===== config.mk =====
export PLATFORM = sky130hd
export DESIGN_NAME = univ_shift_reg
export DESIGN_NICKNAME = d
export VERILOG_FILES = /design/src/rtl/univ_shift_reg.sv
export SDC_FILE = /design/constraint.sdc
export NUM_CORES = 1
export LEC_CHECK = 0
export CORE_AREA = 3 3 57 46
export DETAILED_ROUTE_END_ITERATION = 6
export DIE_AREA = 0 0 60 49
export GPL_ROUTABILITY_DRIVEN = 0
export GPL_TIMING_DRIVEN = 0
export PLACE_DENSITY = 0.81
export SYNTH_ARGS = -nofsm -noshare
export SYNTH_HDL_FRONTEND = slang
export SYNTH_SLANG_ARGS = --single-unit

===== constraint.sdc =====
create_clock -name clk -period 1.45 [get_ports clk]
set_input_delay 0.29 -clock clk [delete_from_list [all_inputs] [get_ports clk]]
set_output_delay 0.29 -clock clk [all_outputs]
set_load 0.01 [all_outputs]

===== src/rtl/univ_shift_reg.sv =====
// -----------------------------------------------------------------------------
// univ_shift_reg
// Parametrised universal shift register. It supports hold, shift left/right,
// parallel load, rotate left/right and synchronous clear. A shift-count
// tracker pulses frame_done for one cycle when a WIDTH-th shift completes.
//
// Optional feature macro: UNIV_SHIFT_REG_ROTATE_EN
//   defined   : modes 100/101 rotate and count toward frame_done
//   undefined : no rotate logic; 100/101 behave as HOLD
//
// Ports
//   clk        in   rising-edge clock
//   reset      in   asynchronous, active-high reset
//   en         in   operation enable (0 = hold everything)
//   mode       in   [2:0] operation select
//   sin_lsb    in   serial input shifted into bit 0 on SHL
//   sin_msb    in   serial input shifted into bit WIDTH-1 on SHR
//   din        in   [WIDTH-1:0] parallel load data
//   q          out  [WIDTH-1:0] register contents
//   sout_msb   out  combinational q[WIDTH-1]
//   sout_lsb   out  combinational q[0]
//   shift_cnt  out  [CW-1:0] shift/rotate ops since last load, clear or wrap
//   frame_done out  registered one-cycle pulse after the wrapping edge
// -----------------------------------------------------------------------------
module univ_shift_reg #(
    parameter  int unsigned WIDTH = 8,
    localparam int unsigned CW    = $clog2(WIDTH + 1)
) (
    input  logic             clk,
    input  logic             reset,
    input  logic             en,
    input  logic [2:0]       mode,
    input  logic             sin_lsb,
    input  logic             sin_msb,
    input  logic [WIDTH-1:0] din,
    output logic [WIDTH-1:0] q,
    output logic             sout_msb,
    output logic             sout_lsb,
    output logic [CW-1:0]    shift_cnt,
    output logic             frame_done
);

    localparam logic [2:0] MODE_HOLD = 3'b000;
    localparam logic [2:0] MODE_SHL  = 3'b001;
    localparam logic [2:0] MODE_SHR  = 3'b010;
    localparam logic [2:0] MODE_LOAD = 3'b011;
    localparam logic [2:0] MODE_ROL  = 3'b100;
    localparam logic [2:0] MODE_ROR  = 3'b101;
    localparam logic [2:0] MODE_CLR  = 3'b110;

    typedef enum logic {
        ST_IDLE     = 1'b0,
        ST_COUNTING = 1'b1
    } state_t;

    logic [WIDTH-1:0] r_q;
    logic [CW-1:0]    r_cnt;
    logic             r_frame_done;
    state_t           r_state;

    logic [WIDTH-1:0] w_q_nxt;
    logic [CW-1:0]    w_cnt_nxt;
    logic [CW-1:0]    w_cnt_inc;
    logic             w_frame_nxt;
    logic             w_is_shift;
    logic             w_is_clear;
    state_t           w_state_nxt;

    // Datapath: next register value and operation classification
    always_comb begin
        w_q_nxt    = r_q;
        w_is_shift = 1'b0;
        w_is_clear = 1'b0;
        if (en) begin
            case (mode)
                MODE_SHL: begin
                    w_q_nxt    = {r_q[WIDTH-2:0], sin_lsb};
                    w_is_shift = 1'b1;
                end
                MODE_SHR: begin
                    w_q_nxt    = {sin_msb, r_q[WIDTH-1:1]};
                    w_is_shift = 1'b1;
                end
                MODE_LOAD: begin
                    w_q_nxt    = din;
                    w_is_clear = 1'b1;
                end
`ifdef UNIV_SHIFT_REG_ROTATE_EN
                MODE_ROL: begin
                    w_q_nxt    = {r_q[WIDTH-2:0], r_q[WIDTH-1]};
                    w_is_shift = 1'b1;
                end
                MODE_ROR: begin
                    w_q_nxt    = {r_q[0], r_q[WIDTH-1:1]};
                    w_is_shift = 1'b1;
                end
`endif
                MODE_CLR: begin
                    w_q_nxt    = '0;
                    w_is_clear = 1'b1;
                end
                // HOLD, reserved 111 and (without rotate) 100/101
                default: ;
            endcase
        end
    end

    assign w_cnt_inc = r_cnt + CW'(1);

    // Counter FSM: next state, next count and frame pulse
    always_comb begin
        w_state_nxt = r_state;
        w_cnt_nxt   = r_cnt;
        w_frame_nxt = 1'b0;
        case (r_state)
            ST_IDLE: begin
                if (w_is_clear) begin
                    w_cnt_nxt = '0;
                end else if (w_is_shift) begin
                    // WIDTH >= 2, so the first op of a frame never wraps
                    w_cnt_nxt   = CW'(1);
                    w_state_nxt = ST_COUNTING;
                end
            end
            ST_COUNTING: begin
                if (w_is_clear) begin
                    w_cnt_nxt   = '0;
                    w_state_nxt = ST_IDLE;
                end else if (w_is_shift) begin
                    if (w_cnt_inc == CW'(WIDTH)) begin
                        w_cnt_nxt   = '0;
                        w_frame_nxt = 1'b1;
                        w_state_nxt = ST_IDLE;
                    end else begin
                        w_cnt_nxt = w_cnt_inc;
                    end
                end
            end
            default: begin
                w_cnt_nxt   = '0;
                w_state_nxt = ST_IDLE;
            end
        endcase
    end

    // State registers
    always_ff @(posedge clk or posedge reset) begin
        if (reset) begin
            r_q          <= '0;
            r_cnt        <= '0;
            r_frame_done <= 1'b0;
            r_state      <= ST_IDLE;
        end else begin
            r_q          <= w_q_nxt;
            r_cnt        <= w_cnt_nxt;
            r_frame_done <= w_frame_nxt;
            r_state      <= w_state_nxt;
        end
    end

    assign q          = r_q;
    assign shift_cnt  = r_cnt;
    assign frame_done = r_frame_done;
    assign sout_msb   = r_q[WIDTH-1];
    assign sout_lsb   = r_q[0];

endmodule


Word-level counts from Yosys, hierarchy flattened
Index checks and enable logic that the tools add are counted.
Word-level totals
  register bits: 14
  input bits: 16
  output and inout port bits: 15
  word-level logic and storage cells: 39
Cells by class
  $add $sub $neg: 1
  equality and inequality tests: 7
  mux-type cells: 21
  bitwise logic cells: 1
  reduce and logical (&&, ||, !) cells: 5
Operators by type and width (count)
  one-hot mux 8 bit (4 select lines): 1
  2-to-1 mux 4 bit: 5
  2-to-1 mux 1 bit: 13
  one-hot mux 4 bit (2 select lines): 1
  == test 3 x 2 -> 1 bit (second input constant): 2
  adder 4 x 1 -> 4 bit (second input constant): 1
  == test 4 bit (second input constant): 1
  AND reduction 2 bit: 2
  nonzero test 4 bit: 1
  OR reduction 2 bit: 2
  == test 3 x 1 -> 1 bit (second input constant): 1
  == test 3 bit (second input constant): 1
  inequality test 3 x 1 -> 1 bit (second input constant): 1
  inequality test 3 bit (second input constant): 1
  one-hot mux 1 bit (2 select lines): 1
  NOT 1 bit: 1

Logic depth before layout (Yosys ltp)
  word-level depth: 7
  mapped depth: 5
  gate-level depth less buffers: 5

Worst setup path before layout
No wires, ideal clock.
  kind: register -> register
  start: register r_cnt[0], in the netlist shift_cnt[0]
  end: register r_state
  library setup time: 77 ps
  arrival: 1285 ps
  data required time: 1373 ps
  slack: 87 ps
  cell stages (with the launch flop): 6
  path buffers: 0
  period minus slack after synthesis: 1363 ps
  cells stage by stage: dfrtp_1 > ha_1 > nand3_1 > a21oi_1 > maj3_1 > a21oi_1
On the way
  longest elaborated chain between the ends: 6
RTL lines
  start, declared: line 57  | logic [CW-1:0] r_cnt;
  start signal, assigned: line 155  | r_cnt <= w_cnt_nxt;
  adder 4 x 1 -> 4 bit: line 108  | assign w_cnt_inc = r_cnt + CW'(1);
  == test 4 bit: line 130  | if (w_cnt_inc == CW'(WIDTH)) begin
  2-to-1 mux 1 bit: line 130
  2-to-1 mux 1 bit: line 129  | end else if (w_is_shift) begin
  2-to-1 mux 1 bit: line 126  | if (w_is_clear) begin
  one-hot mux 1 bit (2 select lines): line 115  | case (r_state)
  named net w_state_nxt: line 67  | state_t w_state_nxt;
  end signal, assigned: line 157  | r_state <= w_state_nxt;
  end, declared: line 59  | state_t r_state;
The timed path passes the listed nets, and every way through them passes these cells.
A chain may end at the register's enable or synchronous reset.

Worst setup path in the final report
  start: register r_q[7], in the netlist q[7]
  end: output port q[7]
RTL lines
  start, declared: line 56  | logic [WIDTH-1:0] r_q;
  start signal, assigned: line 154  | r_q <= w_q_nxt;
  end, declared: line 36  | output logic [WIDTH-1:0] q,
No word-level cell between the ends.

==> flow_metrics.py <==
metrics = {
    "outcome": {
        "status": "finished, final reports clean",
    },
    "global_route": {
        "grt_usage_pct": 17.7,
        "antenna_found_initial": 0,
        "overflow": 0,
        "grt_max_degree": 15,
        "grt_pass1_wl_um": 4000,
        "grt_pass1_vias": 875,
    },
    "placed_design": {
        "postPlaceCellArea_sq_um": 1230,
        "dpl.hpwl_um": 1680,
        "numPortBuffers": 30,
        "dp_worst_setup_slack_ns": -0.469,
    },
    "setup_path": {
        "cp-end-kind": "output pin",
        "startpoint_type": "register",
        "crit_type": "register to output pin",
        "crit_required_ns": 1.16,
        "crit_path_max_fanout": 3,
        "critPathArrivalTime_ns": 1.10,
    },
    "final_layout": {
        "layout_commonest_cell": "nor2_1",
        "layout-drive-gt1-share_pct": 27.5,
        "n_antenna_cell": 0,
        "num-fill-cells": 170,
        "nets": 156,
        "multi_input_area_sq_um": 517,
        "finalInstanceArea_sq_um": 1360,
        "syn2layout_area_growth_pct": 51.7,
        "seq_area_sq_um": 352,
        "layout_common_cells": "17 x nor2_1, 15 x buf_4, 15 x dlygate4sd2_1, 13 x dfrtp_1, 13 x clkdlybuf4s50_1",
        "fin_util_pct": 67.0,
    },
    "cts": {
        "cts_buffers": 3,
        "cts.sinks": 14,
        "cts_root_buf": "clkbuf_4",
        "cts_tree": "built",
        "clk_pin_slew_ns": 0.09,
        "clock_latency_ns": 0.28,
        "htreeDepth": 1,
        "cts_buffer_depth": 2,
    },
    "timing": {
        "timing.slew.headroom_pct": 63.4,
        "max_freq_mhz": 719,
        "rsz0062_at_grt": "no",
        "fin_skew_ns": 0.00166,
        "fin_crit_sh_pct": 96.0,
        "period_needed_ns": 1.39,
        "hold_viol": 0,
        "tns_ns": 0,
        "slew_viol_final": 0,
        "setup_slack_ns": 0.0587,
        "tightest_slew_ns": 0.549,
        "setup_viol": 0,
    },
    "logic_synthesis": {
        "syn_inst": 92,
        "ys.flop_type": "dfrtp_1",
        "yosys_register_bits": 14,
        "syn_avg_cell_area_sq_um": 9.75,
        "synth_cell_types": 34,
        "synth_edf_count": 0,
        "synth_fp_nets": 109,
        "yosysSeqAreaShare_pct": 39.1,
        "synth_warnings": 0,
        "synthesis.area_sq_um": 897,
        "async_reset_ff_share_pct": 100,
    },
    "floorplanning": {
        "die_h_um": 49,
        "die_x_um": 60,
        "start_util_pct": 44.2,
        "io_pins": 31,
        "core-area_sq_um": 2030,
        "die-area_sq_um": 2940,
        "rows": 14,
    },
    "flow_run": {
        "maxCapViolCount": 0,
    },
    "route": {
        "drt_iter0_drc": 11,
        "firstDrtPassIters": 4,
        "drtAntennaViolNets": 0,
        "via_per_inst": 5.41,
        "wl_met2_um": 1020,
        "wl_um": 2350,
        "topRoutingLayerUsed": "met4",
        "num_vias": 877,
        "wl_met3_um": 163,
        "drc_errors": 0,
        "avgRoutedWirePerCell_um": 14.5,
        "drt-met1-wl_um": 1140,
    },
    "power": {
        "power-per-cell-area_nw_per_um2": 1060,
        "power_uw": 1440,
        "leakage_uw": 0.000634,
        "vdd_drop_max_mv": 0.827,
    },
    "worst_hold_path": {
        "min_path_type": "input pin to asynchronous set/reset pin",
    },
}
## final timing paths
check	from	endpoint	slack, ns	cells after the start
max in group asynchronous	reset	shift_cnt[0]	0.71	2
hold reg to reg	q[5]	q[5]	0.58	2
min in group clk	mode[1]	frame_done	0.51	4
setup reg to reg	shift_cnt[1]	r_state	0.11	6
setup / recovery	q[7]	q[7]	0.06	2
hold / removal	reset	q[0]	0.35	2
## registers in the layout, summed over array words and instances, names as in the netlist
signal and count:
q 8, frame_done 1, shift_cnt 4, r_state 1
## worst max-delay path: stages, from the launching register on
cell and delay [ns]:
dfrtp_1 0.41, buf_4 0.14, dlygate4sd2_1 0.27
## where the power goes
group	internal, uW	leakage, uW	total [uW]	switching, uW
Combinational	354	0.000446	626	272
Clock	153	0.0000210	283	130
Sequential	466	0.000167	533	67.0
## cells by family (layout without fill, tap and decap cells)
logic type | Yosys count | in the layout | synth area share (%)
simple gates | 34 | 34 | 17.0
compound gates | 24 | 24 | 20.9
flops | 14 | 14 | 39.1
mux | 8 | 8 | 13.0
buf+inv | 8 | 54 | 5.58
fa+ha+maj | 2 | 2 | 2.51
xor+xnor | 2 | 2 | 1.95
## synth_stat cells (2+ instances only)
master | number | area, sq um
a21o_1 | 2 | 15.0
buf_4 | 3 | 22.5
nand2_1 | 8 | 30.0
nor2_1 | 17 | 63.8
nor2b_1 | 2 | 12.5
a21oi_1 | 2 | 10.0
dfrtp_1 | 14 | 350
a221oi_1 | 7 | 61.3
mux2_4 | 7 | 105
and2_1 | 2 | 12.5
o21ai_0 | 4 | 20.0
inv_1 | 2 | 7.51
## per-layer routing
metal	track usage (%)	vias up
met5	0	-
met4	4.43	0
met3	4.76	3
met2	27.0	25
met1	24.5	419
li1	-	430
## final cells by class
type                            instances  share of cell area [%]
Timing Repair Buffer                   42                    27.7
Multi-Input combinational cell         70                    38.0
Tap cell                               24                    2.21
Sequential cell                        14                    25.8
Clock buffer                            4                    2.67
Inverter                                2                   0.551
Buffer                                  6                    3.12
## stage by stage
stage	hold WS (ns)	instances
3_5_place_dp	0.572	146
3_3_place_gp	0.549	146
5_1_grt	0.400	162
4_1_cts	0.378	159
2_1_floorplan	0.179	92
6_report	0.350	162
## repair_timing
action / in CTS / in global routing
hold buffers: 0 / 0
setup endpoints to repair: 22 / 12
endpoints found under the hold margin: 0 / 0
setup buffers: 9 / 3
gates resized for setup: 17 / 6
(Power assumes the default switching activity.)
